**src/rtl/cube_pkg.sv**
```systemverilog
// Shared definitions for the sequential cube unit: FSM state encoding and
// the helper used to size the bit counter.
package cube_pkg;

    typedef enum logic [1:0] {
        IDLE = 2'd0,
        SQ   = 2'd1,
        CU   = 2'd2
    } state_t;

    // Ceiling log2, never less than 1 so a counter always has at least one bit.
    function automatic int clog2(input int n);
        int r;
        r = 0;
        while ((1 << r) < n) r++;
        return (r < 1) ? 1 : r;
    endfunction

endpackage : cube_pkg

```
**src/rtl/cube_seq_shift_add_step.sv**
```systemverilog
// One step of an LSB-first shift-add multiplier: conditional accumulate,
// then shift the multiplicand left and the multiplier right.
module shift_add_step #(
    parameter int W = 24,
    parameter int M = 8
) (
    input  logic [W-1:0] acc,
    input  logic [W-1:0] mcand,
    input  logic [M-1:0] mplier,
    output logic [W-1:0] acc_nxt,
    output logic [W-1:0] mcand_nxt,
    output logic [M-1:0] mplier_nxt
);

    assign acc_nxt    = mplier[0] ? (acc + mcand) : acc;
    assign mcand_nxt  = mcand << 1;
    assign mplier_nxt = mplier >> 1;

endmodule : shift_add_step

```
**src/rtl/cube_seq.sv**
```systemverilog
// Sequential cube unit: y = x^3 using one shared shift-add multiplier,
// first for x*x (SQ) and then for (x*x)*x (CU); latency is fixed at 2N cycles.
module cube_seq
    import cube_pkg::*;
#(
    parameter int N = 8
) (
    input  logic           clk,
    input  logic           rst,
    input  logic           start,
    input  logic [N-1:0]   x_b,
    output logic           busy,
    output logic           done,
    output logic [3*N-1:0] y_b
);

    localparam int W  = 3 * N;
    localparam int CW = clog2(N);
    localparam logic [CW-1:0] LAST = CW'(N - 1);

    state_t        state, state_nxt;
    logic [N-1:0]  a, a_nxt;
    logic [N-1:0]  mplier, mplier_nxt;
    logic [W-1:0]  mcand, mcand_nxt;
    logic [W-1:0]  acc, acc_nxt;
    logic [W-1:0]  y_nxt;
    logic [CW-1:0] cnt, cnt_nxt;
    logic          done_nxt;

    logic [W-1:0]  step_acc, step_mcand;
    logic [N-1:0]  step_mplier;

    // The upper N bits of the multiplicand stay zero throughout SQ, so the
    // full-width instance serves both phases.
    shift_add_step #(.W(W), .M(N)) u_step (
        .acc        (acc),
        .mcand      (mcand),
        .mplier     (mplier),
        .acc_nxt    (step_acc),
        .mcand_nxt  (step_mcand),
        .mplier_nxt (step_mplier)
    );

    assign busy = (state != IDLE);

    always_comb begin
        // NOTE: every output of this block gets a default first; a path that
        // left one unassigned would infer a latch.
        state_nxt  = state;
        a_nxt      = a;
        mplier_nxt = mplier;
        mcand_nxt  = mcand;
        acc_nxt    = acc;
        cnt_nxt    = cnt;
        y_nxt      = y_b;
        done_nxt   = 1'b0;

        unique case (state)
            IDLE: begin
                if (start) begin
                    a_nxt      = x_b;
                    mplier_nxt = x_b;
                    mcand_nxt  = W'(x_b);
                    acc_nxt    = '0;
                    cnt_nxt    = '0;
                    state_nxt  = SQ;
                end
            end
            SQ: begin
                acc_nxt    = step_acc;
                mcand_nxt  = step_mcand;
                mplier_nxt = step_mplier;
                cnt_nxt    = cnt + CW'(1);
                if (cnt == LAST) begin
                    // step_acc now holds x^2; restart the multiplier on it.
                    mplier_nxt = a;
                    mcand_nxt  = step_acc;
                    acc_nxt    = '0;
                    cnt_nxt    = '0;
                    state_nxt  = CU;
                end
            end
            CU: begin
                acc_nxt    = step_acc;
                mcand_nxt  = step_mcand;
                mplier_nxt = step_mplier;
                cnt_nxt    = cnt + CW'(1);
                if (cnt == LAST) begin
                    y_nxt     = step_acc;
                    done_nxt  = 1'b1;
                    cnt_nxt   = '0;
                    state_nxt = IDLE;
                end
            end
            default: state_nxt = IDLE;
        endcase
    end

    // NOTE: state registers use non-blocking assignments so every register
    // samples the pre-edge values, independent of statement order.
    always_ff @(posedge clk or negedge rst) begin
        if (!rst) begin
            state  <= IDLE;
            a      <= '0;
            mplier <= '0;
            mcand  <= '0;
            acc    <= '0;
            cnt    <= '0;
            y_b    <= '0;
            done   <= 1'b0;
        end else begin
            state  <= state_nxt;
            a      <= a_nxt;
            mplier <= mplier_nxt;
            mcand  <= mcand_nxt;
            acc    <= acc_nxt;
            cnt    <= cnt_nxt;
            y_b    <= y_nxt;
            done   <= done_nxt;
        end
    end

endmodule : cube_seq

```
**config.mk**
```make
export PLATFORM = sky130hd
export DESIGN_NAME = cube_seq
export DESIGN_NICKNAME = d
export VERILOG_FILES = /design/src/rtl/cube_pkg.sv /design/src/rtl/cube_seq_shift_add_step.sv /design/src/rtl/cube_seq.sv
export SDC_FILE = /design/constraint.sdc
export NUM_CORES = 1
export LEC_CHECK = 0
export CORE_MARGIN = 5
export CORE_UTILIZATION = 30
export CTS_BUF_LIST = sky130_fd_sc_hd__clkbuf_8 sky130_fd_sc_hd__clkbuf_16
export DETAILED_ROUTE_END_ITERATION = 10
export DONT_BUFFER_PORTS = 1
export SLEW_MARGIN = 10
export SYNTH_ARGS = -nofsm -noshare
export SYNTH_HDL_FRONTEND = slang
export SYNTH_SLANG_ARGS = --single-unit
export TNS_END_PERCENT = 5
```
**constraint.sdc**
```tcl
create_clock -name clk -period 7.7 [get_ports clk]
set_input_delay 1.54 -clock clk [delete_from_list [all_inputs] [get_ports clk]]
set_output_delay 1.54 -clock clk [all_outputs]
set_load 0.005 [all_outputs]
```
# Word level (Yosys, flattened, before mapping)
# Index checks and enable logic that the tools add are counted.
[word_totals] reg_bits=94
[op_classes] add_sub_neg=2 eq_ne=6 n_mux=19 n_reduce_logical=10
[op_table] cell="$pmux W24 S3" n=2
[op_table] cell="$mux W24" n=5
[op_table] cell="$add A24 B24 Y24" n=1
[op_table] cell="$pmux W8 S3" n=1
[op_table] cell="$mux W8" n=2
[op_table] cell="$reduce_and A2 Y1" n=4
[op_table] cell="$mux W2" n=3
[op_table] cell="$mux W3" n=2
[op_table] cell="$ne A2 B2 Y1 const B" n=3
[op_table] cell="$pmux W2 S3" n=1
[op_table] cell="$pmux W3 S2" n=1
[op_table] cell="$reduce_bool A2 Y1" n=2
[op_table] cell="$add A3 B1 Y3 const B" n=1
[op_table] cell="$eq A3 B3 Y1 const B" n=1
[op_table] cell="$reduce_and A3 Y1" n=1
[op_table] cell="$reduce_bool A3 Y1" n=1
[op_table] cell="$eq A2 B1 Y1 const B" n=1
[op_table] cell="$eq A2 B2 Y1 const B" n=1
[op_table] cell="$logic_not A2 Y1" n=1
[op_table] cell="$mux W1" n=2
[op_table] cell="$reduce_or A2 Y1" n=1

# Longest topological paths before layout
# Gate-level depths: netlist of the first run.
[depth] word_depth=4 ltp_mapped=10

# By module
# Synthesis of the first run repeated with hierarchy kept, for this count alone.
[unflattened] cells_unflattened=612 area_unflattened_um2=6348.6
[by_module_without_submodules] module="cube_seq" instances=1 cells_per_inst=337 area_per_inst_um2=4384.2
[by_module_without_submodules] module="shift_add_step" instances=1 cells_per_inst=275 area_per_inst_um2=1964.4

# Worst setup path before layout of the first run
# OpenSTA, ideal clock, no wires.
[synth_path] path_kind="input to register" from="in start" to="reg acc[13]" setup_time_ns=0.121 arrival_ns=2.829 required_time_ns=7.579 setup_slack_ns=4.750 path_stages=6 n_path_buf=2 path_cell_list="nand2b_1 nor2b_1 clkbuf_1 clkbuf_1 o21ai_1 a22o_1"
[synth_via] elab_chain_cells=2
[synth_lines] element="start: declaration" line_no="cube_seq.sv:10" text="input logic start,"
[synth_lines] element="$ne A2 B2 Y1 (no source line)"
[synth_lines] element="$reduce_and A2 Y1 (no source line)"
[synth_lines] element="end signal: assignment" line_no="cube_seq.sv:116" text="acc <= acc_nxt;"
[synth_lines] element="end: declaration" line_no="cube_seq.sv:25" text="logic [W-1:0] acc, acc_nxt;"
# No other way between the ends.
# A chain may end at the register's enable or synchronous reset.

# Worst setup path in the final report of the first run
[layout_path] from="reg mcand[0]" to="reg acc[22]"
[layout_via] elab_chain_cells=4
[layout_lines] element="start: declaration" line_no="cube_seq.sv:24" text="logic [W-1:0] mcand, mcand_nxt;"
[layout_lines] element="start signal: assignment" line_no="cube_seq.sv:115" text="mcand <= mcand_nxt;"
[layout_lines] element="$add A24 B24 Y24 (*)" line_no="cube_seq_shift_add_step.sv:15" text="assign acc_nxt = mplier[0] ? (acc + mcand) : acc;"
[layout_lines] element="$mux W24 (*)" line_no="cube_seq_shift_add_step.sv:15"
[layout_lines] element="$mux W24" line_no="cube_seq.sv:74" text="if (cnt == LAST) begin"
[layout_lines] element="$pmux W24 S3 (*)" line_no="cube_seq.sv:58" text="unique case (state)"
# Every way passes the cells marked *; elsewhere a longest branch is shown, timed or not.

==> results by group, run 1 <==
STA
  – RSZ-0062 raised after global routing: false
  – Setup TNS: 0 ns
  – Setup violations, final: 0
  – Slew HR: 51.5%
  – Final hold viol count: 0
  – Final Slew Violations: 0
  – Fmax: 355 MHz
  – Min Clock Period, post-route: 2.82 ns
  – Slew of the pin with the lowest slew margin: 0.728 ns
  – Layout Skew: 0.00846 ns
  – Min Hold Slack: 0.488 ns
  – Final Cycle Share: 36.6%

Clock network
  – H-tree lvl count: 3
  – Clock transition at the registers of the reported paths: 0.06 ns
  – Post-CTS Setup Bufs: 0
  – CTS tree: yes
  – CTS buffer count: 9
  – CTS root buf: clkbuf_16
  – Hold Buf Count CTS: 0
  – CTS Sinks: 94
  – Clk buf depth: 2
  – CTS resizes: 0
  – Worst skew pair latency: 0.35 ns

Worst setup path
  – CP Max Fanout: 4
  – CP required: 7.92 ns
  – CP arrival: 3.04 ns
  – Crit path kind: reg -> reg
  – Critical Path Start Type: flop
  – CP Capture Type: flop

Route
  – DR pass1 iterations: 5
  – DRT iter0 DRCs: 309
  – Vias: 4,083
  – Avg WL per Cell: 16.6 um
  – Vias per inst: 5.18
  – Routed Antenna Nets: 0
  – DRC viols: 0
  – Routed WL: 13,100 um

Flow run
  – Max_cap viols: 0

Synth
  – Synthesized flop and latch total: 94
  – Ys flop type: dfrtp_1
  – Syn nets: 610
  – Syn avg cell area: 9.31 sq um
  – Netlist cell types: 52
  – Post-synth ARST share: 100%
  – Warnings from Yosys: 0
  – Post-Syn Area: 5300 sq um
  – Post-synthesis sequential area ratio: 44.4%
  – Syn Inst Count: 569
  – Post-synth EDFFs: 0

Cells and area
  – Commonest non-fill, non-tap cell in the layout: dfrtp_1
  – # nets final: 600
  – Layout area overhead: 9.42%
  – Share of cells above drive strength 1: 6.75%
  – # diodes: 0
  – Commonest non-fill, non-tap cells in the layout: 94 x dfrtp_1, 76 x nand2_1, 76 x o21ai_0
  – Non-Filler Instances: 788

Die
  – Initial Util: 30.6%
  – Die footprint: 20,400 sq um
  – Die H: 143 um
  – Die width: 143 um
  – Core area: 17,300 sq um
  – Site row count: 48
  – Io pins: 37

Pwr
  – Pleak: 2.60 nW
  – Pwr dens: 292 nW/um^2
  – Worst VDD drop: 0.213 mV

Global route
  – Met1 Use GR: 17.3%
  – Met2 GRT Util: 21.9%
  – GR Layer Usage met3: 3.48%
  – First-pass GRT wire length: 21,700 um
  – Vias in the first global route: 4,176
  – Antenna violations before repair: 0
  – GRT overflow: 0
  – Total GRT Usage: 13.4%
  – GR peak layer: met2
  – Largest net degree at the start of global routing: 95

Hold path
  – Hold Path Class: reg -> reg

Placed design
  – Post-DP HPWL: 9120 um
  – Placed cells: 773
  – Placer Congestion: 0.905
  – I/O Buffers: 0

Status
  – Status: finished, final reports clean
[flip-flops by register name (all words and copies together) (netlist names)]
signal / count
state: 2
acc: 24
done: 1
mplier: 8
mcand: 24
y_b: 24
a: 8
cnt: 3
[synthesized netlist by cell type (all sizes together) (2+ instances only)]
| library cell | instances | share of area [%] |
|---|---|---|
| inv | 9 | 0.64 |
| a22o | 5 | 0.83 |
| a21o | 7 | 0.99 |
| clkbuf | 22 | 1.6 |
| o211ai | 3 | 0.42 |
| o21ai | 78 | 7.4 |
| xnor2 | 9 | 1.5 |
| a21oi | 47 | 4.7 |
| mux2i | 16 | 3.0 |
| xor2 | 9 | 1.5 |
| dfrtp | 94 | 44 |
| nor2b | 13 | 1.5 |
| a211oi | 3 | 0.42 |
| and2 | 2 | 0.24 |
| clkinv | 2 | 0.14 |
| a2111oi | 5 | 0.83 |
| or3 | 4 | 0.47 |
| o31ai | 4 | 0.66 |
| ha | 29 | 6.8 |
| a21boi | 2 | 0.35 |
| a221oi | 10 | 1.7 |
| a32o | 5 | 0.94 |
| o21a | 7 | 0.99 |
| buf | 4 | 0.31 |
| and3 | 12 | 1.4 |
| a211o | 3 | 0.50 |
| nor2 | 38 | 2.7 |
| nand3 | 10 | 0.94 |
| nor3 | 6 | 0.57 |
| nand2b | 2 | 0.24 |
| mux2 | 10 | 2.1 |
| a31oi | 7 | 0.83 |
| a41oi | 2 | 0.33 |
| nand4 | 2 | 0.24 |
| nand2 | 77 | 5.5 |
[final timing paths]
path                       cells after the start   endpoint  slack, ns       from
hold reg to reg                                2  mplier[1]       0.49  mplier[1]
setup / recovery                              10    acc[22]       4.88   mcand[0]
min in group asynchronous                      0   state[1]       0.88        rst
setup reg to reg                              10    acc[22]       4.88   mcand[0]
hold / removal                                 2  mplier[1]       0.49  mplier[1]
max in group asynchronous                      0    y_b[13]       6.70        rst
[final cells by class]
type | instances | area [sq um]
inverters | 11 | 41.3
repair buffers | 5 | 37.5
fillers | 1794 | 11500
clock inverters | 4 | 23.8
flip-flops and latches | 94 | 2350
multi-input cells | 438 | 2810
clock buffers | 11 | 253
well taps | 225 | 282
[per-stage QoR]
step	utilization [%]	instance area (sq um)	total power, mW	worst slack (ns)
floorplan	-	5300	1.13	4.75
global placement	31.9	5520	1.26	4.68
detailed placement	31.9	5520	1.28	4.66
CTS	33.5	5800	1.71	4.87
global route	33.5	5800	1.82	4.70
finish	33.5	5800	1.70	4.88
[critical path: stages, from the launching register on]
cell and delay [ns]:
dfrtp_1 0.40, ha_1 0.25, fa_1 0.41, a21oi_1 0.27, o211ai_1 0.15, a21o_1 0.24
a21oi_1 0.26, o31ai_1 0.14, xor2_1 0.15, mux2i_1 0.27, o21ai_0 0.14
[per-layer routing]
metal / wire length, um / part of all wire, %
met1: 5900 / 45
met2: 6260 / 48
met3: 710 / 5.4
met4: 199 / 1.5
met5: 0 / 0
[report_power, final]
group	switching, mW	internal (mW)
Combinational	0.383	0.222
Sequential	0.0782	0.594
Clock	0.186	0.233
Total	0.647	1.05
[cells by family (layout without fill, tap and decap cells)]
family                   count (synthesis)  in the layout  share of synthesized area, %
XOR/XNOR                                18             18                          2.98
flip-flops                              94             94                          44.4
multiplexers                            26             26                          5.15
AND/OR/NAND/NOR                        169            169                          14.3
AO/OA/AOI/OAI                          195            195                          23.4
buffers and inverters                   37             31                          2.64
adder cells (fa/ha/maj)                 30             30                          7.23
No activity file was read; power rests on OpenSTA's default activity.
==> inputs of run 2 (changes only) <==
clock period = 2.6 ns   (was 7.7 ns; I/O delays follow)
==> run 2 against run 1 <==
The flow now finishes with violations (negative hold slack). Clock skew rose by 0.0068 ns. Cell count rose by 4.7%. Non-clock buffer count rose by 36. Sequential share of layout area fell by 2.6 points. Highest routed layer unchanged. Worst hold slack got worse by 0.63 ns. Die area did not move. First-iteration DRC count fell by 48%. Critical path type unchanged. Maximum frequency rose by 14%.
==> results by group, run 2 (synthesis results as in run 1) <==
Status
  – Status: complete, but fails checks
  – Failing checks: negative hold slack

Clock network
  – CTS tree: yes
  – H-tree lvl count: 3 (unchanged)
  – CTS root buf: clkbuf_16
  – Worst skew pair latency: 0.36 ns (about the same)
  – CTS buffer count: 9 (unchanged)
  – Clock transition at the registers of the reported paths: 0.08 ns (+0.02 ns)
  – Clk buf depth: 2 (unchanged)
  – CTS Sinks: 94 (unchanged)

Die
  – Io pins: 37 (unchanged)
  – Site row count: 48 (unchanged)
  – Die H: 143 um (unchanged)
  – Initial Util: 30.6% (unchanged)
  – Die footprint: 20,400 sq um (unchanged)
  – Core area: 17,300 sq um (unchanged)
  – Die width: 143 um (unchanged)

Route
  – DRT iter0 DRCs: 162 (-48%)
  – DR pass1 iterations: 5 (unchanged)
  – Routed Antenna Nets: 0 (unchanged)
  – Vias per inst: 5.26 (+1.6%)
  – Routed WL: 13,500 um (+3.0%)
  – Avg WL per Cell: 16.3 um (-1.6%)
  – Vias: 4,343 (+6.4%)
  – DRC viols: 0 (unchanged)

Global route
  – Antenna violations before repair: 0 (unchanged)
  – First-pass GRT wire length: 22,400 um (+3.1%)
  – Vias in the first global route: 4,433 (+6.2%)
  – Largest net degree at the start of global routing: 95 (unchanged)
  – GRT overflow: 0 (unchanged)
  – Total GRT Usage: 13.6% (+0.22 points)

Pwr
  – Pwr dens: 879 nW/um^2 (+200%)
  – Pleak: 2.78 nW (+7.2%)
  – Total Power: 5.44 mW (+220%)
  – Worst VDD drop: 0.619 mV (+190%)

STA
  – Slew of the pin with the lowest slew margin: 0.705 ns (-0.0227 ns)
  – Min Clock Period, post-route: 2.47 ns (-0.343 ns)
  – Layout Skew: 0.0152 ns (+0.00676 ns)
  – Final Cycle Share: 95.1% (+59 points)
  – RSZ-0062 raised after global routing: true
  – Final Slew Violations: 0 (unchanged)
  – Final hold viol count: 94 (+94)
  – Slew HR: 53.0% (+1.5 points)
  – Setup violations, final: 0 (unchanged)
  – Fmax: 404 MHz (+14%)
  – Min Hold Slack: -0.145 ns (-0.632 ns)

Placed design
  – Placer Congestion: 0.880 (-2.8%)
  – I/O Buffers: 0 (unchanged)
  – Post-DP HPWL: 9910 um (+8.6%)
  – Area of placed instances: 5800 sq um (+5.0%)

Worst setup path
  – Critical-path cell list: ha_1, nor3_2, nor3_2, a21boi_2, o21a_1, o32a_4, xnor2_1, or3_1, a31oi_1
  – Critical Path Start Type: flop
  – CP arrival: 2.75 ns (-0.29 ns)
  – CP max-delay cell: dfrtp_1
  – CP Max Fanout: 5 (+1)
  – Slowest stage delay, CP: 0.41 ns (about the same)
  – Flop2flop setup slack: 0.13 ns (-4.76 ns)
  – Crit path kind: reg -> reg
  – Most common cell on crit path: nor3_2
  – CP required: 2.88 ns (-5.04 ns)
  – CP Capture Type: flop

Cells and area
  – Fill count: 1,775 (-1.1%)
  – # nets final: 636 (+6.0%)
  – Finished Cell Area: 6190 sq um (+6.8%)
  – Commonest non-fill, non-tap cell in the layout: dfrtp_1
  – # diodes: 0 (unchanged)
  – Layout area overhead: 16.9%
  – Final core occ: 35.8% (+2.3 points)
  – Share of cells above drive strength 1: 15.5% (+8.8 points)
  – Leading registers by flop count: acc: 24 flops, mcand: 24 flops, y_b: 24 flops
  – Commonest non-fill, non-tap cells in the layout: 94 x dfrtp_1, 75 x nand2_1, 67 x o21ai_0

Flow run
  – Max_cap viols: 0 (unchanged)

Hold path
  – Hold Path Class: in -> async
-- run 2: layout make-up --
type	instances	area, sq um	share of cell area, %
multi-input combinational	438	2900	46.8
sequential	94	2350	38.0
timing repair buffer	41	320	5.17
tap	225	282	4.55
clock buffer	9	225	3.64
clock inverter	7	73.8	1.19
inverter	11	41.3	0.667
-- run 2: final timing paths --
kind,startpoint,end,cells past startpoint
max in group asynchronous,rst,y_b[18],0
worst min register to register,mplier[2],mplier[2],2
worst max-delay path,mcand[6],y_b[23],9
min in group clk,x_b[2],a[2],1
worst max register to register,mcand[6],y_b[23],9
worst min-delay path,rst,mcand[2],0
-- run 2: critical path, delay by kind of cell (launching register included) --
family | cells | cell delay, ns
adders and majority gates | 1 | 0.28
AOI/OAI and AO/OA | 4 | 0.90
xor gates and xnor gates | 1 | 0.13
DFF | 1 | 0.41
and+or+nand+nor | 3 | 0.68
-- run 2: power by group --
| part | total, mW | switching, mW | internal [mW] | leakage, nW |
|---|---|---|---|---|
| Sequential | 1.99 | 0.231 | 1.76 | 1.26 |
| Combinational | 2.11 | 1.23 | 0.882 | 1.38 |
| Clock | 1.35 | 0.597 | 0.749 | 0.146 |
| Total | 5.44 | 2.06 | 3.39 | 2.78 |
-- run 2: repair_timing --
action	CTS	global route
pin swaps	0	2
resized for setup	2	26
setup buffers	0	1
endpoints found under the hold margin	94	94
endpoints found under the setup margin	6	23
-- run 2: per-stage QoR --
stage | hold slack [ns] | worst slack [ns] | std cells | setup TNS (ns)
after global routing | -0.170 | -0.0253 | 825 | -0.0783
after detailed placement | 0.227 | 0.00960 | 808 | 0
final | -0.145 | 0.127 | 825 | 0
after global placement | 0.227 | 0.0575 | 808 | 0
after floorplan | 0.224 | 0.0878 | 569 | 0
after CTS | -0.170 | 0.00592 | 824 | 0
-- run 2: routing by layer --
layer  global-route usage [%]  wire length [um]
met1                     17.4              6040
met2                     22.0              6410
met3                     3.48               590
met4                     5.65               410
met5                        0                 0
==> inputs of run 3 (changes only) <==
SETUP_SLACK_MARGIN = 0.15   (was default)
==> run 3 against run 2 <==
The run still ends with negative hold slack left. Sequential power is essentially flat. Power grew 3.4%. Global-route usage grew 0.38 points. Flip-flop and latch count is the same. Via count grew 1.3%. Largest power group unchanged.
==> results by group, run 3 (synthesis results as in run 1) <==
Cells and area
  – Layout area overhead: 19.9%
  – Commonest non-fill, non-tap cell in the layout: dfrtp_1
  – # nets final: 633 (-0.47%)
  – Commonest non-fill, non-tap cells in the layout: 91 x dfrtp_1, 75 x nand2_1, 64 x o21ai_0
  – Share of cells above drive strength 1: 18.8% (+3.3 points)
  – Final core occ: 36.7% (+0.93 points)
  – Non-Filler Instances: 822 (-0.36%)
  – Leading registers by flop count: acc: 24 flops, mcand: 24 flops, y_b: 24 flops
  – # diodes: 0 (unchanged)

Worst setup path
  – Slowest stage delay, CP: 0.44 ns (+0.03 ns)
  – Buf/Inv on CP: 0 (unchanged)
  – CP Capture Type: flop
  – Crit. path cell count: 9 (unchanged)
  – Crit path kind: reg -> reg
  – CP arrival: 2.85 ns (+0.10 ns)
  – Critical Path Start Type: flop
  – Critical-path cell list: ha_4, a211oi_2, o31a_4, a21boi_4, o21a_1, o32a_4, xnor2_1, or3_1, a31oi_1
  – CP required: 2.88 ns (about the same)
  – CP Max Fanout: 5 (unchanged)
  – R2R depth: 9 (unchanged)
  – CP top delay family: compound AO/OA/AOI/OAI gates
  – CP max-delay cell: dfrtp_2

Route
  – DRT met1 WL: 6030 um (-0.23%)
  – Routed Antenna Nets: 0 (unchanged)
  – Avg WL per Cell: 16.9 um (+3.6%)
  – WL met3: 671 um (+14%)
  – DRC viols: 0 (unchanged)
  – DR pass1 iterations: 5 (unchanged)
  – Vias per inst: 5.35 (+1.7%)
  – Vias: 4,400 (+1.3%)
  – Routed WL: 13,900 um (+3.2%)
  – Top Metal Used: met4
  – Met2 WL: 6780 um (+5.7%)
  – DRT iter0 DRCs: 309 (+91%)

Status
  – Failing checks: negative hold slack
  – Status: complete, but fails checks

Global route
  – Largest net degree at the start of global routing: 95 (unchanged)
  – GRT overflow: 0 (unchanged)
  – First-pass GRT wire length: 22,700 um (+1.5%)
  – Antenna violations before repair: 0 (unchanged)
  – Total GRT Usage: 14.0% (+0.38 points)
  – Vias in the first global route: 4,471 (+0.86%)

STA
  – Fmax: 389 MHz (-3.9%)
  – Setup violations, final: 0 (unchanged)
  – Slew of the pin with the lowest slew margin: 0.515 ns (-0.190 ns)
  – RSZ-0062 raised after global routing: true
  – Final Slew Violations: 0 (unchanged)
  – Final hold viol count: 94 (unchanged)
  – Final WS setup: 0.0270 ns (-0.100 ns)
  – Slew HR: 65.3% (+12 points)
  – Final Cycle Share: 99.0% (+3.9 points)
  – Min Clock Period, post-route: 2.57 ns (+0.100 ns)
  – Min Hold Slack: -0.147 ns (-0.00209 ns)
  – Layout Skew: 0.00736 ns (-0.00787 ns)

Hold path
  – Hold Path Class: in -> async

Placed design
  – Placed cells: 802 (-0.74%)
  – Placer Congestion: 0.912 (+3.7%)
  – I/O Buffers: 0 (unchanged)
  – Worst slack at placement: -0.0289 ns (-0.0385 ns)
  – Post-DP HPWL: 9710 um (-1.9%)

Die
  – Initial Util: 30.6% (unchanged)
  – Site row count: 48 (unchanged)
  – Io pins: 37 (unchanged)
  – Die H: 143 um (unchanged)
  – Die footprint: 20,400 sq um (unchanged)
  – Die width: 143 um (unchanged)
  – Core area: 17,300 sq um (unchanged)

Clock network
  – Worst skew pair latency: 0.35 ns (about the same)
  – CTS Sinks: 94 (unchanged)
  – Clock transition at the registers of the reported paths: 0.07 ns (about the same)
  – H-tree lvl count: 3 (unchanged)
  – CTS tree: yes
  – Clk buf depth: 2 (unchanged)
  – CTS root buf: clkbuf_16
  – CTS buffer count: 9 (unchanged)

Pwr
  – Worst VDD drop: 0.598 mV (-3.4%)
  – Total Power: 5.63 mW (+3.4%)
  – Pwr dens: 886 nW/um^2 (+0.74%)
  – Pleak: 2.77 nW (-0.59%)

Flow run
  – Max_cap viols: 0 (unchanged)
## run 3: cell types whose count changed in the layout (fill, tap and decap cells not counted), moves of 3 or more
cell / delta
ha_1: -6
ha_4: +6
buf_4: -3
dfrtp_1: -3
dfrtp_2: +3
o21ai_0: -3
## run 3: path summary, 6_finish.rpt
kind	startpoint	endpoint	slack, ns
worst min register to register	mplier[5]	mplier[5]	0.49
worst min-delay path	rst	state[1]	-0.15
min in group clk	x_b[3]	a[3]	0.31
worst max register to register	acc[1]	y_b[23]	0.03
max in group asynchronous	rst	mcand[7]	2.56
worst max-delay path	acc[1]	y_b[23]	0.03
## run 3: worst reg2reg max path, delay by kind of cell, from the launching register on
| family | cells | cell delay [ns] |
|---|---|---|
| AOI/OAI and AO/OA | 6 | 1.35 |
| DFF | 1 | 0.44 |
| and+or+nand+nor | 1 | 0.30 |
| adders and majority gates | 1 | 0.26 |
| xor gates and xnor gates | 1 | 0.14 |
## run 3: metal layers
metal	vias up	GRT usage [%]
met5	-	0
met4	0	5.40
met3	33	3.58
met2	118	23.6
met1	2136	17.2
li1	2113	-
## run 3: what timing repair did
action / 4_1_cts / 5_1_grt
endpoints found under the setup margin: 37 / 42
setup buffers: 0 / 4
endpoints found under the hold margin: 94 / 94
resized for setup: 15 / 42
pin swaps: 6 / 26
## run 3: power by group
group          leakage, nW  internal [mW]  switching [mW]
Clock                0.156          0.789           0.559
Sequential            1.26           1.76           0.256
Combinational         1.36          0.980            1.28
## run 3: metrics by stage
step | instance area (sq um) | TNS, ns
CTS | 6140 | 0
global placement | 5760 | 0
floorplan | 5310 | 0
detailed placement | 5760 | -0.0691
global route | 6350 | -0.0914
finish | 6350 | 0
## run 3: final cells by class
class | count | area (sq um)
repair buffers | 38 | 298
fillers | 1762 | 10900
well taps | 225 | 282
inverters | 11 | 41.3
multi-input cells | 438 | 3080
flip-flops and latches | 94 | 2360
clock inverters | 5 | 48.8
clock buffers | 11 | 253
